<file path="src/rtl/registro_universal.sv">
// rtl/registro_universal.sv - WIDTH-bit universal register: hold, load, shift, rotate, inc/dec with wrap pulse
module registro_universal #(
    parameter int unsigned           WIDTH     = 8,
    parameter logic [WIDTH-1:0]      RESET_VAL = '0
) (
    input  logic             clk,
    input  logic             rst,
    input  logic             en,
    input  logic [2:0]       mode,
    input  logic [WIDTH-1:0] d,
    input  logic             ser_in_r,
    input  logic             ser_in_l,
    output logic [WIDTH-1:0] q,
    output logic [WIDTH-1:0] qnot,
    output logic             ser_out_r,
    output logic             ser_out_l,
    output logic             zero,
    output logic             wrap
);

    typedef enum logic [2:0] {
        MODE_HOLD = 3'b000,
        MODE_LOAD = 3'b001,
        MODE_SHR  = 3'b010,
        MODE_SHL  = 3'b011,
        MODE_ROR  = 3'b100,
        MODE_ROL  = 3'b101,
        MODE_INC  = 3'b110,
        MODE_DEC  = 3'b111
    } mode_t;

    logic [WIDTH-1:0] q_next;
    logic             wrap_next;

    // Serial inputs are only referenced in their own shift mode, so junk on them elsewhere never reaches q.
    always_comb begin
        q_next    = q;
        wrap_next = 1'b0;
        case (mode_t'(mode))
            MODE_HOLD: q_next = q;
            MODE_LOAD: q_next = d;
            MODE_SHR:  q_next = {ser_in_r, q[WIDTH-1:1]};
            MODE_SHL:  q_next = {q[WIDTH-2:0], ser_in_l};
            MODE_ROR:  q_next = {q[0], q[WIDTH-1:1]};
            MODE_ROL:  q_next = {q[WIDTH-2:0], q[WIDTH-1]};
            MODE_INC: begin
                q_next    = q + 1'b1;
                wrap_next = &q;
            end
            MODE_DEC: begin
                q_next    = q - 1'b1;
                wrap_next = ~|q;
            end
            default: q_next = q;
        endcase
    end

    always_ff @(posedge clk) begin
        if (rst) begin
            q    <= RESET_VAL;
            wrap <= 1'b0;
        end else if (en) begin
            q    <= q_next;
            wrap <= wrap_next;
        end else begin
            wrap <= 1'b0;
        end
    end

    assign qnot      = ~q;
    assign ser_out_r = q[0];
    assign ser_out_l = q[WIDTH-1];
    assign zero      = ~|q;

endmodule

</file>
<file path="config.mk">
export PLATFORM = sky130hd
export DESIGN_NAME = registro_universal
export DESIGN_NICKNAME = d
export VERILOG_FILES = /design/src/rtl/registro_universal.sv
export SDC_FILE = /design/constraint.sdc
export NUM_CORES = 1
export LEC_CHECK = 0
export ABC_CLOCK_PERIOD_IN_PS = 2290
export BUFFER_PORTS_ARGS = -buffer_cell sky130_fd_sc_hd__buf_2
export CAP_MARGIN = 20
export CORE_AREA = 2 2 52 54
export CTS_BUF_LIST = sky130_fd_sc_hd__clkbuf_16
export CTS_CLUSTER_SIZE = 25
export DETAILED_ROUTE_END_ITERATION = 7
export DIE_AREA = 0 0 54 56
export HOLD_SLACK_MARGIN = 0.12
export PLACE_DENSITY = 0.73
export SETUP_SLACK_MARGIN = 0.3
export SLEW_MARGIN = 20
export SYNTH_ARGS = -nofsm -noshare
export SYNTH_HDL_FRONTEND = slang
export SYNTH_SLANG_ARGS = --single-unit
</file>
<file path="constraint.sdc">
create_clock -name clk -period 2.29 [get_ports clk]
set_input_delay 0.458 -clock clk [delete_from_list [all_inputs] [get_ports clk]]
set_output_delay 0.458 -clock clk [all_outputs]
set_load 0.02 [all_outputs]
</file>
* Word level (Yosys, flattened, before mapping)
Cells that the tools add are included.
Cells by class: add/subtract/negate cells 2, $mul 0, divide/modulo/power cells 0, $lt $le $gt $ge 0, eq/ne operators 7, shift-type cells 0, multiplexer cells 2, bitwise logic cells 3, reduce and logical (&&, ||, !) cells 6
Operators with widths (count):
- 8-bit one-hot mux with 7 select lines | 1
- 3-bit == test (second input constant) | 4
- 8-bit by 1-bit adder with 8-bit output (second input constant) | 1
- 8-bit NOT | 1
- 8-bit AND reduction | 1
- 8-bit OR reduction | 1
- 8-bit by 1-bit subtractor with 8-bit output (second input constant) | 1
- 3-bit by 2-bit == test with 1-bit output (second input constant) | 2
- 3-bit by 1-bit == test with 1-bit output (second input constant) | 1
- 3-bit logical NOT | 1
- 1-bit NOT | 2
- 1-bit one-hot mux with 2 select lines | 1
- 2-bit AND reduction | 1
- 2-bit OR reduction | 1
- 1-bit logical NOT | 1
Word-level totals: register bits after elaboration 9, latch bits 0, memory bits (writable) 0, bits in read-only memories 0, logic and storage cells 22, memories kept 0

* Logic depth before layout (Yosys ltp)
word-level depth 3, gate-level depth with buffers 10, gate-level depth less buffers 8

* Worst setup path before layout
No wires, ideal clock.
kind in2reg, start point input mode[0], end point register q[2], arrival time 2078 ps, path slack 83 ps, stages on the path 10, buffers on the path 2, cell sequence buf_4 > buf_6 > nand3_1 > xnor2_1 > ha_1 > nor2b_1 > or2_0 > a221o_1 > a22oi_1 > nor2_1
On the way: cells in the longest elaborated chain, start to end 3, elaborated cells on any way between the ends 11, those cells by class 7 x eq/ne; 1 x mux; 1 x bitwise; 2 x reduce/logical
RTL lines:
- start: declaration | line 9 | input logic [2:0] mode,
- branches (longest 3 deep; another with 8-bit one-hot mux with 7 select lines)
- end signal: assignment | line 63 | q <= q_next;
- end: declaration | line 13 | output logic [WIDTH-1:0] q,
Several ways; the timed one is not identified. A chain may end at the register's enable or synchronous reset.

* Final worst setup path
start point register q[1], end point output zero
On the way: cells in the longest elaborated chain, start to end 2
RTL lines:
- 8-bit OR reduction | line 73 | assign zero = ~|q;
- 1-bit logical NOT | line 73
- end: declaration | line 17 | output logic zero,
No other way between the ends.

==> impl_metrics.tcl <==
set metrics [dict create \
    place.gp.congestion 0.890 \
    finClkSkew_ns 0.00271 \
    synth_edf_count 0 \
    wl_per_cell_um 15.8 \
    num_rows 18 \
    antenna_found_initial 0 \
    cp_common_cell "nor3_2" \
    worstSkewPairLatency_ns 0.24 \
    fin_setup_tns_ns 0 \
    cap_violations 0 \
    whs_ns 0.501 \
    synth_top_area_share 0.171 \
    dieArea_um2 3020 \
    dp_hpwl_um 2150 \
    die_h_um 56 \
    hold_viol 0 \
    min_period_over_period 0.834 \
    ys_seq_elements 9 \
    cts_sinks 9 \
    ys_async_sr_fraction 0 \
    p_leak_uw 0.000522 \
    ant_nets 0 \
    drc 0 \
    cts-root-buf "clkbuf_16" \
    required_ns 1.83 \
    drive_gt1_frac 0.343 \
    clk_pin_slew_ns 0.04 \
    fmax_ghz 0.524 \
    reg2regPathDepth 6 \
    drtIter0Drc 44 \
    slew_violations 0 \
    yosys-top-cells-count "nor2_1, a21oi_1, dfxtp_1, nand2_1" \
    wl_um 3100 \
    synthCells 139 \
    top_level_ports 36 \
    rsz0062_at_grt "no" \
    fin_crit_ns 1.91 \
    synth_flop_cell "dfxtp_1" \
    status "complete, no violations" \
    dr.pass1.iters 4 \
    grt_max_degree 29 \
    viasPerCell 6.08 \
    cts_tree "done" \
    syn_nets 156 \
    start_util 0.432 \
    start_kind "flip-flop" \
    yosysSeqAreaShare 0.171 \
    cts.path.max_buffers 2 \
    hold_path_depth 2 \
    core_area_um2 2430 \
    ys_types 50 \
    worstPathMaxFanout 12 \
    n_antenna_cell 0 \
    crit_type "reg -> out" \
    hold_path.class "in -> reg" \
    cts_inserted_buffers 3 \
    grt_pass1_wl_um 5010 \
    setup_viol 0 \
    syn_to_final_growth_pct 23.9 \
    grt_use_total 0.220 \
    p_per_area_nw_per_um2 583 \
    die_x_um 54 \
    avgSynthCellArea_um2 7.56 \
    relSlewSlack 0.613 \
    synth_area_um2 1050 \
    critPathSlowestCell "dfxtp_1" \
    htreeDepth 1 \
    grt_pass1_vias 1072 \
    dr_total_vias 1192 \
    worstPathCellList "buf_4, nor3_2, nand2_1, nor3_2, buf_2" \
    grt_overflow 0 \
    synthMostInstantiatedCell "nor2_1" \
    ir_drop_v 0.000446 \
    port_buffers 35 \
    slowest_delay_ns 0.33 \
    ys_top_cells_by_area "dfxtp_1, a21oi_1, buf_6" \
    synth_warnings 0 \
    yosysTopAreaCell "dfxtp_1" \
    worst_pin_slew_ns 0.576 \
    finalNetCount 184 \
    arrival_ns 1.45 \
    hold_buffers 0 \
    critPathCaptureType "primary output" \
]
state kept, by name, summed over array words and instances (netlist names):
signal	cells
q	8
wrap	1
logic make-up after synthesis:
family	Yosys count	synth area share
AND/OR/NAND/NOR	48	0.270
AO/OA/AOI/OAI	47	0.323
buffers and inverters	25	0.142
flip-flops	9	0.171
multiplexers	5	0.0488
XOR/XNOR	4	0.0333
adder cells (fa/ha/maj)	1	0.0119
metrics by stage:
| stage | worst slack, ns | cells | utilization | total power [uW] | instance area (um2) |
|---|---|---|---|---|---|
| after floorplan | 0.270 | 139 | - | 378 | 1090 |
| after global placement | 0.333 | 192 | 0.498 | 428 | 1210 |
| after detailed placement | 0.239 | 192 | 0.498 | 434 | 1210 |
| after CTS | 0.332 | 196 | 0.531 | 755 | 1290 |
| after global routing | 0.313 | 196 | 0.535 | 792 | 1300 |
| final | 0.380 | 196 | 0.535 | 759 | 1300 |
report_power, final:
part	internal (uW)	switching (uW)	total (uW)	leakage, uW
registers	168	29.9	198	0.0000738
logic	98.9	145	244	0.000406
clock network	229	88.3	318	0.0000423
total	496	263	759	0.000522
worst max-delay path, delay by kind of cell (launching register included):
kind | cells | cell delay (ns)
flops | 1 | 0.33
buf+inv | 2 | 0.39
simple gates | 3 | 0.48
layout by cell type (no fill, tap or decap), types with 3 or more instances in the layout:
cell and n:
buf_2 35, buf_4 5, o22ai_1 3, mux2i_1 4, a211oi_1 4, nor3_2 3
nand2_1 9, o211ai_1 3, xnor2_1 3, nor2_1 11, a32oi_1 3, o21ai_0 8
clkbuf_16 3, a21oi_1 9, inv_1 9, dfxtp_1 9
worst paths after layout:
check | slack [ns] | end | start
hold reg to reg | 0.63 | q[6] | q[6]
hold / removal | 0.50 | q[3] | en
setup / recovery | 0.38 | zero | q[1]
setup reg to reg | 0.50 | q[2] | q[0]
what timing repair did:
action | 4_1_cts | 5_1_grt
setup endpoints to repair | 0 | 1
buffers inserted | 0 | 0
resized for setup | 0 | 2
layer usage:
metal / vias up / wire length [um] / GRT usage
met5: - / 0 / 0
met3: 9 / 174 / 0.0296
met1: 557 / 1340 / 0.288
met4: 0 / 85 / 0.114
li1: 573 / - / -
met2: 53 / 1500 / 0.340
cell type report:
cell class / instances / area, um2
Clock buffer: 3 / 75.1
Clock inverter: 1 / 3.75
Fill cell: 231 / 1130
Inverter: 8 / 30.0
Multi-Input combinational cell: 105 / 763
Sequential cell: 9 / 180
Tap cell: 30 / 37.5
Timing Repair Buffer: 40 / 213
Note: power is estimated with default switching activity, not from simulation.
